### src/rtl/ram_ctl_pkg.sv
// Shared definitions for the asynchronous SRAM Wishbone controller.
// The cycle counts here are also used by the CPU/Wishbone slot scheduler.
package ram_ctl_pkg;

    typedef enum logic [1:0] {
        IDLE     = 2'd0,
        READ     = 2'd1,
        WR_SETUP = 2'd2,
        WR_PULSE = 2'd3
    } state_t;

    localparam int READ_CYCLES   = 2;
    localparam int WRITE_CYCLES  = 3;
    localparam int MAX_WB_CYCLES = 3;

    function automatic logic is_busy(input state_t s);
        return (s != IDLE);
    endfunction

endpackage

### src/rtl/ram_ctl.sv
// Wishbone B4 pipelined single-byte bridge to an external asynchronous SRAM.
// Each accepted transfer, ack included, completes within three clocks.
module ram_ctl
    import ram_ctl_pkg::*;
#(
    parameter int DATA_WIDTH = 8,
    parameter int ADDR_WIDTH = 17
) (
    input  logic                  wb_clock_i,
    input  logic                  wb_reset_i,
    input  logic [ADDR_WIDTH-1:0] wb_addr_i,
    input  logic [DATA_WIDTH-1:0] wb_data_i,
    output logic [DATA_WIDTH-1:0] wb_data_o,
    input  logic                  wb_we_i,
    input  logic                  wb_cycle_i,
    input  logic                  wb_strobe_i,
    output logic                  wb_stall_o,
    output logic                  wb_ack_o,
    output logic                  ram_oe_o,
    output logic                  ram_we_o,
    output logic [ADDR_WIDTH-1:0] ram_addr_o,
    input  logic [DATA_WIDTH-1:0] ram_data_i,
    output logic [DATA_WIDTH-1:0] ram_data_o,
    output logic                  ram_data_oe
);

    state_t                  r_state;
    logic                    r_stall;
    logic                    r_ack;
    logic                    r_oe;
    logic                    r_we;
    logic                    r_data_oe;
    logic                    r_abort;
    logic [DATA_WIDTH-1:0]   r_rdata;
    logic [DATA_WIDTH-1:0]   r_wdata;
    logic [ADDR_WIDTH-1:0]   r_addr;

    state_t                  w_next_state;
    logic                    w_accept;
    logic                    w_ack;
    logic                    w_oe;
    logic                    w_we;
    logic                    w_data_oe;
    logic                    w_abort;
    logic [DATA_WIDTH-1:0]   w_rdata;
    logic [DATA_WIDTH-1:0]   w_wdata;
    logic [ADDR_WIDTH-1:0]   w_addr;

    assign w_accept = (r_state == IDLE) && wb_cycle_i && wb_strobe_i;

    // Next-state and next-output decode; the SRAM strobes are pure functions of the state entered.
    always_comb begin
        w_next_state = r_state;
        w_ack        = 1'b0;
        w_oe         = 1'b0;
        w_we         = 1'b0;
        w_data_oe    = 1'b0;
        w_abort      = r_abort;
        w_rdata      = r_rdata;
        w_wdata      = r_wdata;
        w_addr       = r_addr;
        case (r_state)
            IDLE: begin
                if (w_accept) begin
                    w_addr  = wb_addr_i;
                    w_wdata = wb_data_i;
                    w_abort = 1'b0;
                    if (wb_we_i) begin
                        w_next_state = WR_SETUP;
                        w_data_oe    = 1'b1;
                    end else begin
                        w_next_state = READ;
                        w_oe         = 1'b1;
                    end
                end else begin
                    w_next_state = IDLE;
                end
            end
            READ: begin
                w_rdata      = ram_data_i;
                w_ack        = wb_cycle_i;
                w_next_state = IDLE;
            end
            WR_SETUP: begin
                // A dropped cycle only cancels the ack; the WE pulse still runs its full clock.
                w_data_oe    = 1'b1;
                w_we         = 1'b1;
                w_abort      = r_abort | ~wb_cycle_i;
                w_next_state = WR_PULSE;
            end
            WR_PULSE: begin
                w_data_oe    = 1'b1;
                w_ack        = ~r_abort & wb_cycle_i;
                w_next_state = IDLE;
            end
            default: begin
                w_next_state = IDLE;
            end
        endcase
    end

    // State and output registers with synchronous reset.
    always_ff @(posedge wb_clock_i) begin
        if (wb_reset_i) begin
            r_state   <= IDLE;
            r_stall   <= 1'b0;
            r_ack     <= 1'b0;
            r_oe      <= 1'b0;
            r_we      <= 1'b0;
            r_data_oe <= 1'b0;
            r_abort   <= 1'b0;
            r_rdata   <= {DATA_WIDTH{1'b0}};
            r_wdata   <= {DATA_WIDTH{1'b0}};
            r_addr    <= {ADDR_WIDTH{1'b0}};
        end else begin
            r_state   <= w_next_state;
            r_stall   <= is_busy(w_next_state);
            r_ack     <= w_ack;
            r_oe      <= w_oe;
            r_we      <= w_we;
            r_data_oe <= w_data_oe;
            r_abort   <= w_abort;
            r_rdata   <= w_rdata;
            r_wdata   <= w_wdata;
            r_addr    <= w_addr;
        end
    end

    assign wb_stall_o  = r_stall;
    assign wb_ack_o    = r_ack;
    assign wb_data_o   = r_rdata;
    assign ram_oe_o    = r_oe;
    assign ram_we_o    = r_we;
    assign ram_data_oe = r_data_oe;
    assign ram_addr_o  = r_addr;
    assign ram_data_o  = r_wdata;

endmodule

### config.mk
export PLATFORM = sky130hd
export DESIGN_NAME = ram_ctl
export DESIGN_NICKNAME = d
export VERILOG_FILES = /design/src/rtl/ram_ctl_pkg.sv /design/src/rtl/ram_ctl.sv
export SDC_FILE = /design/constraint.sdc
export NUM_CORES = 1
export LEC_CHECK = 0
export ABC_CLOCK_PERIOD_IN_PS = 1100
export CAP_MARGIN = 20
export CORE_ASPECT_RATIO = 1.2
export CORE_MARGIN = 1.5
export CORE_UTILIZATION = 30
export DETAILED_ROUTE_END_ITERATION = 7
export GPL_TIMING_DRIVEN = 0
export HOLD_SLACK_MARGIN = 0.08
export PLACE_DENSITY = 0.74
export RECOVER_POWER = 25
export SYNTH_ARGS = -nofsm -noshare
export SYNTH_HDL_FRONTEND = slang
export SYNTH_SLANG_ARGS = --single-unit
### constraint.sdc
create_clock -name wb_clock_i -period 1.1 [get_ports wb_clock_i]
set_input_delay 0.165 -clock wb_clock_i [delete_from_list [all_inputs] [get_ports wb_clock_i]]
set_output_delay 0.165 -clock wb_clock_i [all_outputs]
set_load 0.02 [all_outputs]
==> summary.md <==
| Metric | Value |
|---|---|
| RSZ-0062 raised after global routing | yes |
| Root Driver | clkbuf_8 |
| Outcome | finished with violations |
| Final setup violation count | 26 |
| CTS max path bufs | 2 |
| Largest net degree at the start of global routing | 14 |
| Reg2reg start | r_state[0] |
| Filler instances | ~450 |
| GRT Util Overall | between 10% and 20% |
| Slew Viols, Final | 0 |
| Critical Path RT | 1.32 ns |
| Vias in the first global route | approximately 1.3k |
| VDD IR max | 917 µV |
| Crit Path Max Fanout | 7 |
| Hold path start | wb_cycle_i |
| CTS buffer count | 5 |
| Clock power share | between 30% and 40% |
| Layout area overhead | 72.1% |
| Initial antenna violation count | 0 |
| Synth cell types | 19 |
| Max-slew headroom | around 80% |
| Post-Syn Area per Cell | between 8 and 9 µm² |
| Router iterations before antenna repair | 4 |
| CTS hold repair buffers | 0 |
| Synth Area in Adders | 0% |
| Failing checks | setup timing |
| Syn_nets | 200 |
| Slowest cell on crit path | dfxtp_4 |
| Worst path cell trace | and4bb_2 > buf_8 > buf_8 > nand2_2 > a21oi_2 |
| Main combinational cell family by area after synthesis | simple AND/OR/NAND/NOR gates |
| Power per cell area | 1460 nW/µm² |
| Worst-Skew Late Latency | approximately 0.28 ns |
| Total power | between 0.003 and 0.004 W |
| Final Worst Setup Slack | -0.108 ns |
| Die width | approximately 66 µm |
| # DRC | 0 |
| Inserted Diodes | 0 |
| MaxCap Viol Count | 0 |
| IO Pins | between 70 and 80 |
| Final Cycle Share | 110% |
| CP endpoint kind | register |
| Initial DRC count | 45 |
| FF/Latch Area | a little over 800 µm² |
| Min Tclk post-route | 1.21 ns |
| Number of port buffers | 75 |
| Mux share of post-synthesis cell area | ~5.6% |
| Final-stage net count | about 290 |
| WL/cell | approximately 12 µm |
| Share of cells above drive strength 1 | a little under a third |
| #FFs+latches synth | just over 40 |
| Vias | approximately 1.4k |
| Die extent in y | 78.5 µm |
| Hold Path Cell Cnt | 3 |
| Net switching fraction of the power | about 23% |
| Sequential area share after synthesis | 57.6% |
| Num rows | 27 |
| # clock sinks | 41 |
| Via density | between 4 and 5 |
| Cell family with most CP delay | flip-flops |
| Cell repeated most along the worst path | buf_8 |
| Internal power | about 0.0028 W |
| Pre-CTS setup slack | -0.637 ns |
| Worst reg2reg path depth | 5 |
| Multi-input logic area | between 500 and 600 µm² |
| Final Hold Violating Endpoints | 0 |
| Final WL | 3640 µm |
| Setup CP Type | reg -> reg |
| Grt ovf | 0 |
| Switching Power | 0.000814 W |
| DIE AREA | slightly above 5000 µm² |
| Synth Area in Compound Gates | between 10% and 20% |
| Final setup skew | about 0.0043 ns |
| Xor/xnor share of the synthesized area | 0% |
| Fmax | 828 MHz |
| Synth Area in Simple Gates | about a fifth |
| Core region area | around 4600 µm² |
| Hold_ws | 0.336 ns |
| Arrival time at the worst endpoint | approximately 1.4 ns |
| CP startpoint kind | register |
| Logic pwr share | about 16% |
| Setup TNS | -2.01 ns |
| Hold crit path type | in -> reg |
| ANT nets after route | 0 |
| CTS H-tree lvls | 2 |
| Clock slew at reported path FFs | 0.08 ns |
| Synth Instances | 162 |
| Worst Hold End | wb_ack_o |
| Starting Density | roughly 31% |
| Worst Tran Pin Value | 0.290 ns |
| HPWL Detailed | about 2500 µm |
| CTS tree | built |
| YS warnings | 0 |
| First-pass GRT wire length | between 5000 and 6000 µm |
| R2r endpoint | ram_addr_o[9] |
| CP Buf/Inv Count | 2 |
| R2R setup slack | -0.11 ns |
| Leakage | 1.03 nW |
| Slowest stage delay, CP | 0.37 ns |
| Reg power frac | between 40 and 50% |
| GP Congestion | 0.707 |
| Mapped Area | about 1400 µm² |
-- kinds of logic after synthesis --
group	Yosys count
flops	41
simple gates	69
mux	8
buf+inv	14
compound gates	30
-- power groups by stage --
| stage | sequential (W) | combinational (W) | clock [W] |
|---|---|---|---|
| after CTS | 0.00159 | 0.000578 | 0.00145 |
| after global routing | 0.00159 | 0.000633 | 0.00151 |
| after detailed placement | 0.00163 | 0.000553 | 0 |
| final | 0.00159 | 0.000581 | 0.00140 |
| after floorplan | 0.00170 | 0.000166 | 0 |
| after global placement | 0.00162 | 0.000548 | 0 |
-- state kept, by name, indices dropped and copies added, names as in the netlist --
register     count
ram_addr_o      17
ram_data_o       8
wb_ack_o         1
ram_we_o         1
wb_data_o        8
ram_oe_o         1
ram_data_oe      1
r_abort          1
wb_stall_o       1
r_state          2
-- cells in the final DEF (no fill, tap or decap), types with 2 or more instances in the layout --
cell type and n:
a21oi_1 15, a21oi_2 10, buf_2 4, buf_4 6, buf_6 2, buf_8 3, bufinv_16 2, clkbuf_1 7
clkbuf_2 15, clkbuf_8 5, clkdlybuf4s15_1 2, clkdlybuf4s15_2 13, clkdlybuf4s50_1 36, dfxtp_1 39, dfxtp_4 2, inv_1 3
mux2i_1 8, nand2_1 44, nand2_2 4, nand2_4 3, nand2b_1 2, nor2_1 11
-- how the worst max path moves through the flow --
stage / from / slack [ns] / depth (start not counted) / to
floorplan: r_state[0] / 0.002 / 5 / ram_addr_o[0]
global placement: wb_reset_i / -0.64 / 4 / ram_data_o[1]
detailed placement: wb_reset_i / -0.64 / 4 / ram_data_o[6]
CTS: r_state[1] / -0.08 / 5 / ram_addr_o[9]
global route: r_state[0] / -0.18 / 5 / ram_data_o[0]
finish: r_state[0] / -0.11 / 5 / ram_addr_o[9]
-- worst register-to-register path, delay by kind of cell (launching register included) --
kind	cells	cell delay [ns]
flip-flops	1	0.37
AND/OR/NAND/NOR	2	0.36
buffers and inverters	2	0.29
AO/OA/AOI/OAI	1	0.12
-- Yosys cell counts, drive strengths merged --
master | count | area share (%)
and4bb | 1 | 0.88
o21ai | 2 | 0.70
a31o | 1 | 0.62
inv | 3 | 0.79
a21oi | 25 | 8.8
mux2i | 8 | 5.6
a41oi | 1 | 0.62
buf | 7 | 3.7
nor3 | 2 | 0.70
nand4bb | 1 | 0.79
nand3 | 1 | 0.35
dfxtp | 41 | 58
nand2b | 2 | 0.88
nand2 | 51 | 13
nor2 | 11 | 2.9
a211oi | 1 | 0.53
clkbuf | 4 | 1.1
-- area by class of cell --
class,instances,share of cell area [%]
buffer,11,4.14
clock buffer,5,2.81
clock inverter,3,2.66
inverter,3,0.460
multi-input combinational,107,24.5
sequential,41,33.8
tap,58,2.96
timing repair buffer,80,28.7
-- layer usage --
metal	GRT usage (%)	wire length (µm)
met5	0	0
met4	4.17	36
met3	5.87	325
met2	25.3	1770
met1	15.7	1500
-- stage by stage --
| step | utilization, % | instance area (µm²) | instances |
|---|---|---|---|
| after floorplan | - | 1430 | 162 |
| after global placement | 49.3 | 2250 | 295 |
| after detailed placement | 49.3 | 2250 | 295 |
| after CTS | 54.7 | 2500 | 308 |
| after global routing | 53.7 | 2450 | 308 |
| final | 53.7 | 2450 | 308 |
-- repair_timing --
item	in CTS	in global routing
setup buffers	3	0
gates resized for setup	109	50
gates cloned	2	0
setup endpoints to repair	70	61
pin swaps	0	11
Note: power is estimated with default switching activity, not from simulation.
